[src/rtl/regfile_read_seq.sv]
`default_nettype none
// ============================================================================
// Module   : regfile_read_seq
// Purpose  : Operand-fetch sequencer for a single-read-port register file.
//            It accepts a decode request carrying up to two source addresses,
//            reads them one per cycle through the shared read port, and
//            bypasses same-cycle write-port traffic. It keeps the held
//            operands coherent with later writes and returns both operands
//            together on a valid/ready handshake.
// Ports    : clk, rst          - clock, asynchronous active-high reset
//            req_*             - decode request (valid/ready, rs1, rs2, use_rs2)
//            rf_raddr/rf_rdata - register file read port (combinational read)
//            wb_*              - copy of the register file write port
//            rsp_*             - operand response (valid/ready, op1, op2)
//            busy              - sequencer is not idle
// Revision : 1.0 - initial release
// ============================================================================
module regfile_read_seq #(
  parameter int ADDR_WIDTH = 5,
  parameter int DATA_WIDTH = 32
) (
  input  logic                  clk,
  input  logic                  rst,
  input  logic                  req_valid,
  output logic                  req_ready,
  input  logic [ADDR_WIDTH-1:0] req_rs1,
  input  logic [ADDR_WIDTH-1:0] req_rs2,
  input  logic                  req_use_rs2,
  output logic [ADDR_WIDTH-1:0] rf_raddr,
  input  logic [DATA_WIDTH-1:0] rf_rdata,
  input  logic                  wb_wen,
  input  logic [ADDR_WIDTH-1:0] wb_waddr,
  input  logic [DATA_WIDTH-1:0] wb_wdata,
  output logic                  rsp_valid,
  input  logic                  rsp_ready,
  output logic [DATA_WIDTH-1:0] rsp_op1,
  output logic [DATA_WIDTH-1:0] rsp_op2,
  output logic                  busy
);

  typedef enum logic [1:0] {
    IDLE = 2'd0,
    RD1  = 2'd1,
    RD2  = 2'd2,
    RESP = 2'd3
  } state_t;

  state_t                r_state;
  logic [ADDR_WIDTH-1:0] r_rs1;
  logic [ADDR_WIDTH-1:0] r_rs2;
  logic                  r_use_rs2;
  logic [DATA_WIDTH-1:0] r_op1;
  logic [DATA_WIDTH-1:0] r_op2;

  logic                  w_wb_live;
  logic                  w_hit1;
  logic                  w_hit2;
  logic [DATA_WIDTH-1:0] w_fwd1;
  logic [DATA_WIDTH-1:0] w_fwd2;

  // Writes to x0 never take effect, so they must neither bypass nor update.
  assign w_wb_live = wb_wen && (wb_waddr != '0);
  assign w_hit1    = w_wb_live && (wb_waddr == r_rs1);
  assign w_hit2    = w_wb_live && (wb_waddr == r_rs2);

  // A hit already implies a nonzero address, so x0 falls through to the
  // explicit zero even if the register file were to return garbage.
  assign w_fwd1 = (r_rs1 == '0) ? '0 : (w_hit1 ? wb_wdata : rf_rdata);
  assign w_fwd2 = (r_rs2 == '0) ? '0 : (w_hit2 ? wb_wdata : rf_rdata);

  always_ff @(posedge clk or posedge rst) begin
    if (rst) begin
      r_state   <= IDLE;
      r_rs1     <= '0;
      r_rs2     <= '0;
      r_use_rs2 <= 1'b0;
      r_op1     <= '0;
      r_op2     <= '0;
    end else begin
      case (r_state)
        IDLE: begin
          if (req_valid) begin
            r_rs1     <= req_rs1;
            r_rs2     <= req_rs2;
            r_use_rs2 <= req_use_rs2;
            r_state   <= RD1;
          end
        end
        RD1: begin
          r_op1 <= w_fwd1;
          if (r_use_rs2) begin
            r_state <= RD2;
          end else begin
            r_op2   <= '0;
            r_state <= RESP;
          end
        end
        RD2: begin
          r_op2 <= w_fwd2;
          // op1 was captured last cycle; keep it in step with this write.
          if (w_hit1) begin
            r_op1 <= wb_wdata;
          end
          r_state <= RESP;
        end
        RESP: begin
          if (w_hit1) begin
            r_op1 <= wb_wdata;
          end
          if (r_use_rs2 && w_hit2) begin
            r_op2 <= wb_wdata;
          end
          if (rsp_ready) begin
            r_state <= IDLE;
          end
        end
        default: r_state <= IDLE;
      endcase
    end
  end

  // Read address depends only on registered state, never on live inputs.
  always_comb begin
    rf_raddr = '0;
    case (r_state)
      RD1:     rf_raddr = r_rs1;
      RD2:     rf_raddr = r_rs2;
      default: rf_raddr = '0;
    endcase
  end

  // The gate on rst keeps the request side closed for the whole reset pulse.
  assign req_ready = (r_state == IDLE) && !rst;
  assign rsp_valid = (r_state == RESP);
  assign busy      = (r_state != IDLE);
  assign rsp_op1   = r_op1;
  assign rsp_op2   = r_op2;

endmodule
`default_nettype wire

[config.mk]
export PLATFORM = sky130hd
export DESIGN_NAME = regfile_read_seq
export DESIGN_NICKNAME = d
export VERILOG_FILES = /design/src/rtl/regfile_read_seq.sv
export SDC_FILE = /design/constraint.sdc
export NUM_CORES = 1
export LEC_CHECK = 0
export BUFFER_PORTS_ARGS = -buffer_cell sky130_fd_sc_hd__buf_2
export CORE_MARGIN = 1
export CORE_UTILIZATION = 30
export CTS_CLUSTER_DIAMETER = 200
export DETAILED_ROUTE_END_ITERATION = 7
export PLACE_DENSITY_LB_ADDON = 0.15
export SETUP_SLACK_MARGIN = 0.1
export SLEW_MARGIN = 20
export SYNTH_ARGS = -nofsm -noshare
export SYNTH_HDL_FRONTEND = slang
export SYNTH_SLANG_ARGS = --single-unit
export TNS_END_PERCENT = 20
[constraint.sdc]
create_clock -name clk -period 2.7 [get_ports clk]
set_input_delay 0.135 -clock clk [delete_from_list [all_inputs] [get_ports clk]]
set_output_delay 0.135 -clock clk [all_outputs]
set_load 0.1 [all_outputs]
Word-level counts from Yosys, hierarchy flattened. Cells that the tools add are included.

Eq/ne operators: 10. Mux-type cells: 14. Reduce and logical (&&, ||, !) cells: 18.

Operator list (number): two-way mux 32 bit (7); one-hot mux 32 bit (3 select lines) (1); one-hot mux 32 bit (2 select lines) (1); equality test 5 bit (2); zero test 5 bit (2); one-hot mux 5 bit (2 select lines) (1); one-hot mux 2 bit (4 select lines) (1); != test 2 x 1 -> 1 bit, second input constant (3); AND reduction 2 bit (3); logical AND 1 bit (5); nonzero test 5 bit (1); equality test 2 bit, second input constant (2); two-way mux 2 bit (2); != test 2 bit, second input constant (2); nonzero test 2 bit (2); AND reduction 3 bit (1); nonzero test 3 bit (1); equality test 2 x 1 -> 1 bit, second input constant (1); zero test 2 bit (1); OR reduction 2 bit (1); zero test 1 bit (1); two-way mux 1 bit (1).

Input bits: 85. Output and inout bits: 72. Word-level logic and storage cells: 48. Register bits after elaboration: 77.

Logic depth before layout (Yosys ltp). Gate-level depths: netlist of the first run.

Word-level depth: 6. Mapped depth: 8. Gate-level depth less buffers: 6.

Worst setup path before layout of the first run. OpenSTA, ideal clock, no wires.

Kind: register to output. From: register r_state[1]. To: output req_ready. Arrival: 2494 ps. Path buffers: 0. Cell stages (with the launch flop): 5. Setup slack: 71 ps. Data required time: 2565 ps. Path through: dfrtp_1 > inv_1 > ha_1 > inv_1 > nor2_1.

Longest elaborated chain between the ends: 2.

RTL lines: from (decl) (RTL line 48) `state_t r_state;`; from (signal assigned) (RTL line 73) `r_state <= IDLE;`; from (signal assigned) (RTL line 86) `r_state <= RD1;`; from (signal assigned) (RTL line 92) `r_state <= RD2;`; zero test 2 bit (RTL line 133) `assign req_ready = (r_state == IDLE) && !rst;`; logical AND 1 bit (RTL line 133); to (decl) (RTL line 25) `output logic req_ready,`.

Every way passes these cells.

Final worst setup path of the first run.
From: register r_rs1[2]. To: register r_op1[15], in the netlist rsp_op1[15].

Longest elaborated chain between the ends: 5. Elaborated cells on any way between the ends: 8. Classes of those cells: eq/ne (2); mux (3); reduce/logical (3).

RTL lines: from (decl) (RTL line 49) `logic [ADDR_WIDTH-1:0] r_rs1;`; from (signal assigned) (RTL line 83) `r_rs1 <= req_rs1;`; equality test 5 bit (RTL line 63) `assign w_hit1 = w_wb_live && (wb_waddr == r_rs1);`; logical AND 1 bit (RTL line 63); two-way mux 32 bit (2 in series) (RTL line 68) `assign w_fwd1 = (r_rs1 == '0) ? '0 : (w_hit1 ? wb_wdata : rf_rdata);`; one-hot mux 32 bit (2 select lines) (RTL line 80) `case (r_state)`; to (signal assigned) (RTL line 90) `r_op1 <= w_fwd1;`; to (signal assigned) (RTL line 102) `r_op1 <= wb_wdata;`; to (signal assigned) (RTL line 108) `r_op1 <= wb_wdata;`; to (decl) (RTL line 52) `logic [DATA_WIDTH-1:0] r_op1;`.

Parallel ways exist; a longest one is shown, timed or not. A chain may end at the register's enable or synchronous reset.

==> results of run 1 <==
worst paths after layout:
kind | startpoint | slack [ns] | endpoint
max | r_rs1[2] | 0.32 | rsp_op1[15]
min | req_rs2[4] | 0.03 | r_rs2[4]
max reg2reg | r_rs1[2] | 0.32 | rsp_op1[15]
min reg2reg | rsp_op1[28] | 0.47 | rsp_op1[28]
max in group asynchronous | rst | 1.60 | rsp_op2[19]
min in group asynchronous | rst | 0.43 | rsp_op1[4]
layout by cell type, fill, tap and decap left out, types with 2 or more instances in the layout:
cell,Yosys,routed
xnor2_1,5,5
clkbuf_1,2,5
clkbuf_16,0,9
nor2b_1,6,6
diode_2,0,2
nor2_1,5,4
mux2i_1,32,32
o21ai_0,33,33
o21a_1,2,2
a22o_2,2,2
a22oi_1,5,5
dfrtp_1,77,77
buf_4,3,4
a22o_1,30,30
ha_1,5,5
mux2_4,30,30
buf_12,0,3
mux2_2,14,14
o31ai_1,2,2
xor2_1,5,5
buf_2,9,156
nand2_1,35,35
inv_1,5,4
critical path: cells and delay by family, from the launching register on:
family                    cells  cell delay (ns)
and+or+nand+nor               1             0.13
buffers and inverters         1             0.28
DFF                           1             0.42
AOI/OAI and AO/OA             2             0.95
xor gates and xnor gates      1             0.20
muxes                         1             0.23
layer usage:
| layer | up-vias | GRT usage |
|---|---|---|
| met5 | - | 0 |
| met3 | 13 | 0.0657 |
| met4 | 2 | 0.0365 |
| met1 | 1542 | 0.215 |
| met2 | 117 | 0.271 |
| li1 | 1510 | - |
registers in the layout, summed over array words and instances (netlist names):
signal / cells
r_rs2: 5
r_use_rs2: 1
rsp_op2: 32
r_state: 2
r_rs1: 5
rsp_op1: 32
layout make-up:
type | count | share of cell area
antenna | 2 | 0.000953
clock buffer | 14 | 0.0465
clock inverter | 1 | 0.00167
inverter | 5 | 0.00381
multi-input combinational | 225 | 0.371
sequential | 77 | 0.367
tap | 172 | 0.0410
timing repair buffer | 164 | 0.168
through the flow:
stage	setup WS, ns	hold WS [ns]	std cells	cell area, um^2	util
4_1_cts	0.258	0.0151	658	5250	0.411
3_3_place_gp	0.435	0.268	642	4980	0.390
6_report	0.324	0.0318	660	5250	0.411
3_5_place_dp	0.322	0.258	642	4980	0.390
2_1_floorplan	0.227	0.285	327	3990	-
5_1_grt	0.136	0.0178	659	5250	0.411
kinds of logic (layout without fill, tap and decap cells):
family | Yosys count | in the layout | synth area share
AO/OA/AOI/OAI | 82 | 82 | 0.152
flip-flops | 77 | 77 | 0.483
multiplexers | 76 | 76 | 0.233
AND/OR/NAND/NOR | 52 | 52 | 0.0583
buffers and inverters | 25 | 184 | 0.0358
XOR/XNOR | 10 | 10 | 0.0220
adder cells (fa/ha/maj) | 5 | 5 | 0.0157
other | 0 | 2 | 0
repair_timing:
item / in CTS / in global routing
resized for setup: 0 / 0
hold buffers: 1 / 0
hold endpoints to repair: 34 / 0
==> metrics.txt, run 1 <==
DRC errors left 0; IO Pins 157; relative slew slack 0.336; Row Count ~40; critical path, cell by cell xnor2_1 > nand2_1 > o31ai_4 > buf_12 > mux2i_1 > o21ai_0; WL met3 768 um; clock tree buffer depth 2; hpwl dp 7.79 mm; initial antenna violation count 4; Netlist cell types 36; Total Routed Length 11.3 mm; outcome finished, final reports clean; Via density 4.82; worst path arrival time around 2.6 ns; first-pass GRT wire length between 15 and 20 mm; largest stage delay on the critical path 0.85 ns; Syn Inst Count 327; asr flop ratio synth 1.00; r2r worst-path depth 6; mean post-synth cell area about 12 um^2; WL met2 about 5.3 mm; Initial Util 0.312; # clock sinks 77; flops & latches, synth 77; number of synthesized flops with an enable pin 0; Vias approximately 3200; register area 1930 um^2; full die area approximately 14000 um^2; area delta synth->final 31.7%; sequential fraction of the synthesis area 0.483; Yosys top cell area share 0.483; # port buffers 156; # setup viols final 0; crit path max-delay cell type o31ai_4; final hold vios 0; largest net degree at the start of global routing 44; synthesized cell area 3990 um^2; most frequent cell after synthesis dfrtp_1; grt ovf 0; max-slew violations 0; Worst Path Required 2.90 ns; startpoint types flip-flop; Final Critical Period 2.38 ns; CP Capture Type flip-flop; Clock Latency Late Sink 0.33 ns; total CTS buffers 9; Placer Congestion 0.809; unrepaired setup endpoints after global routing false; top fanout value on the critical path 20; GRT Resource Usage Total 0.170; CTS tree yes; hold crit path type in -> reg; vias in the first global route roughly 3300; setup TNS 0 ns; Final Net Count 572; top sig layer met5; Hold Crit Depth 2; Max Cap Viol 0; Routed WL per cell 17.2 um; WL met1 5.15 mm; die width 117 um; Syn. warnings 0; Post-CTS Setup Inserts 0; share of cells above drive strength 1 0.469; Max Freq 421 MHz; Least-Margin Pin Slew approximately 1 ns; crit path kind reg -> reg; Max Clock Skew roughly 0.005 ns; Initial DRT Pass Iterations 4; Post-synth top flop dfrtp_1; Synth area leaders dfrtp_1, mux2_4, mux2i_1, a22o_1, o21ai_0; core footprint ~13000 um^2; clk root buf clkbuf_16; antenna-violating nets left 0; Post-Syn Nets roughly 420; clock-pin slew on the worst setup and hold paths 0.06 ns; period utilization 0.880; Die H 117 um; DRT iter0 DRCs between 150 and 200; Multi-input gate area 1950 um^2; H-Tree Depth 3; Fillers 1260; Post-synth top cells dfrtp_1, nand2_1, o21ai_0; area leader, netlist dfrtp_1
Power of run 1 is not shown: default switching activity piles up to over one toggle a cycle in this logic, so the estimate is an artifact.
==> run 2, diff against run 1 <==
Settings changed: ABC_AREA from default to 1.
==> run 2 against run 1 <==
  * Via count up 61%
  * Cell count up 66%
  * Core utilization down 2.3 points
  * First-iteration DRC count up 55%
  * Critical path depth up 3
  * Sequential cell count unchanged
  * Worst setup slack better by 0.15 ns
  * Synthesized area up 23%
  * Critical endpoint is now rsp_op1[2]
  * Global-route usage up 3.3 points
  * Synthesized cell count up 120%
  * Die area up 23%
==> metrics.txt, run 2 <==
Routed WL per cell 15.0 um (-13%); Synth area leaders dfrtp_1, nand2_1, nand3_1, inv_1, nand4_1; commonest non-fill, non-tap cells in the layout nand2_1, buf_2, nand3_1, dfrtp_1, inv_1; CP Capture Type flip-flop; startpoint types flip-flop; hold crit path type in -> reg; max-slew violations 0 (unchanged); Total Routed Length 16.4 mm (+45%); worst path arrival time 2.47 ns (-0.10 ns); first-pass GRT wire length 25.9 mm (+44%); IO Pins 157 (unchanged); asr flop ratio synth 1.00 (unchanged); Max Clock Skew 0.00485 ns (-0.0000255 ns); commonest non-fill, non-tap cell in the layout nand2_1; Max Freq 448 MHz (+6.5%); most used cell, CP nand2_1; unrepaired setup endpoints after global routing false; # setup viols final 0 (unchanged); Fillers 1756 (+39%); Post-synth top cells nand2_1, nand3_1, dfrtp_1, inv_1, nand4_1; Vias 5115 (+61%); mean post-synth cell area 6.70 um^2 (-45%); clock-pin slew on the worst setup and hold paths 0.06 ns (about the same); final core utilization 0.388 (-0.0229); Syn. warnings 0 (unchanged); area delta synth->final 25.9%; Least-Margin Pin Slew 0.947 ns (-0.0492 ns); setup TNS 0 ns (unchanged); crit path max-delay cell type nand2_2; Netlist cell types 28 (-22%); antenna-violating nets left 0 (unchanged); clk root buf clkbuf_16; vias in the first global route 4888 (+49%); # port buffers 156 (unchanged); largest stage delay on the critical path 0.47 ns (-0.38 ns); DRC errors left 0 (unchanged); Critical path buffers and inverters 2 (+1); flops & latches, synth 77 (unchanged); hpwl dp 11.4 mm (+46%); # clock sinks 77 (unchanged); clock tree buffer depth 2 (unchanged); final hold vios 0 (unchanged); Worst path top cell family by delay simple AND/OR/NAND/NOR gates; Die H 130 um (+11%); GRT Resource Usage Total 0.203 (+0.0330); H-Tree Depth 3 (unchanged); Placer Congestion 0.785 (-3.0%); outcome finished, final reports clean; Yosys top cell area share 0.392 (-0.0910); most frequent cell after synthesis nand2_1; CTS tree yes; Final Critical Period 2.23 ns (-0.145 ns); Post-Syn Nets 824 (+98%); initial antenna violation count 0 (-4); Row Count 46 (+12%); crit path kind reg -> reg; area leader, netlist dfrtp_1; total CTS buffers 9 (unchanged); Initial DRT Pass Iterations 4 (unchanged); Clock Latency Late Sink 0.34 ns (about the same); full die area 16900 um^2 (+23%); top fanout value on the critical path 32 (+60%); number of synthesized flops with an enable pin 0 (unchanged); sequential fraction of the synthesis area 0.392 (-0.0910); Syn Inst Count 734 (+120%); die width 130 um (+11%); grt ovf 0 (unchanged); Post-CTS Setup Inserts 0 (unchanged); period utilization 0.826 (-0.0538); post-cts resize count 0 (unchanged); largest net degree at the start of global routing 36 (-18%); Max Cap Viol 0 (unchanged); Final Net Count 964 (+69%); Post-synth top flop dfrtp_1; number of diodes 0 (-2); critical path, cell by cell inv_1 > ha_1 > nor2_4 > buf_4 > nand2_2 > nand2_1 > nand2_1 > nand2_1 > nand2_1; core footprint 15900 um^2 (+25%); share of cells above drive strength 1 0.241 (-0.228); synthesized cell area 4910 um^2 (+23%); Worst Path Required 2.94 ns (+0.04 ns); DRT iter0 DRCs 269 (+55%); relative slew slack 0.367 (+0.0314); Via density 4.67 (-3.2%); Initial Util 0.308 (-0.00400)
-- run 2: cell types whose count changed in the layout (fill, tap and decap cells not counted), sizes merged, moves of 5 or more --
| cell | previous run | this run |
|---|---|---|
| buf | 163 | 173 |
| a22o | 32 | 0 |
| nand2 | 35 | 342 |
| o21ai | 34 | 3 |
| nand4 | 1 | 34 |
| mux2i | 32 | 0 |
| a22oi | 5 | 0 |
| nor2b | 6 | 0 |
| inv | 4 | 80 |
| nor2 | 5 | 15 |
| a21oi | 0 | 14 |
| nand3 | 1 | 100 |
| mux2 | 44 | 5 |
-- run 2: timing repair --
action / 4_1_cts / 5_1_grt
endpoints found under the hold margin: 30 / 0
hold buffers: 1 / 0
endpoints found under the setup margin: 0 / 0
-- run 2: final cells by class --
cell class / instances / area [um^2] / area share
repair buffers: 174 / 933 / 0.151
inverters: 81 / 305 / 0.0493
multi-input cells: 531 / 2440 / 0.394
flip-flops and latches: 77 / 1930 / 0.311
clock inverters: 4 / 45.0 / 0.00728
well taps: 216 / 270 / 0.0437
clock buffers: 12 / 267 / 0.0431
-- run 2: path summary, 6_finish.rpt --
check                            startpoint     endpoint  slack (ns)  cells after the start
worst max-delay path             r_state[0]   rsp_op1[2]        0.47                      9
worst max register to register   r_state[0]   rsp_op1[2]        0.47                      9
worst min register to register   rsp_op2[2]   rsp_op2[2]        0.47                      2
worst min-delay path            req_use_rs2    r_use_rs2        0.02                      2
max in group asynchronous               rst  rsp_op1[14]        1.52                      4
min in group asynchronous               rst    r_use_rs2        0.42                      3
-- run 2: metal layers --
metal,vias to the layer above,track usage,wire (um)
met5,-,0,0
li1,2575,-,-
met1,2372,0.276,7930
met3,4,0.0508,1040
met4,0,0.0383,78
met2,164,0.327,7380
-- run 2: worst register-to-register path, stage by stage, from the launching register on --
cell     delay (ns)
dfrtp_1        0.41
inv_1          0.11
ha_1           0.32
nor2_4         0.16
buf_4          0.26
nand2_2        0.47
nand2_1        0.21
nand2_1        0.07
nand2_1        0.06
nand2_1        0.05
-- run 2: through the flow --
step	cells	hold WS [ns]	setup WS (ns)	cell area, um^2
floorplan	734	0.286	0.201	4920
global route	1095	0.0104	0.220	6190
CTS	1095	0.00799	0.474	6190
global placement	1078	0.252	0.509	5870
finish	1095	0.0191	0.470	6190
detailed placement	1078	0.256	0.482	5870
-- run 2: cells by family (layout without fill, tap and decap cells) --
| kind of cell | count (synthesis) | after routing | share of synthesized area |
|---|---|---|---|
| XOR/XNOR | 9 | 9 | 0.0160 |
| adder cells (fa/ha/maj) | 5 | 5 | 0.0127 |
| buffers and inverters | 126 | 271 | 0.113 |
| flip-flops | 77 | 77 | 0.392 |
| AO/OA/AOI/OAI | 19 | 19 | 0.0224 |
| multiplexers | 5 | 5 | 0.0115 |
| AND/OR/NAND/NOR | 493 | 493 | 0.433 |
Power of run 2 is left out for the same reason.
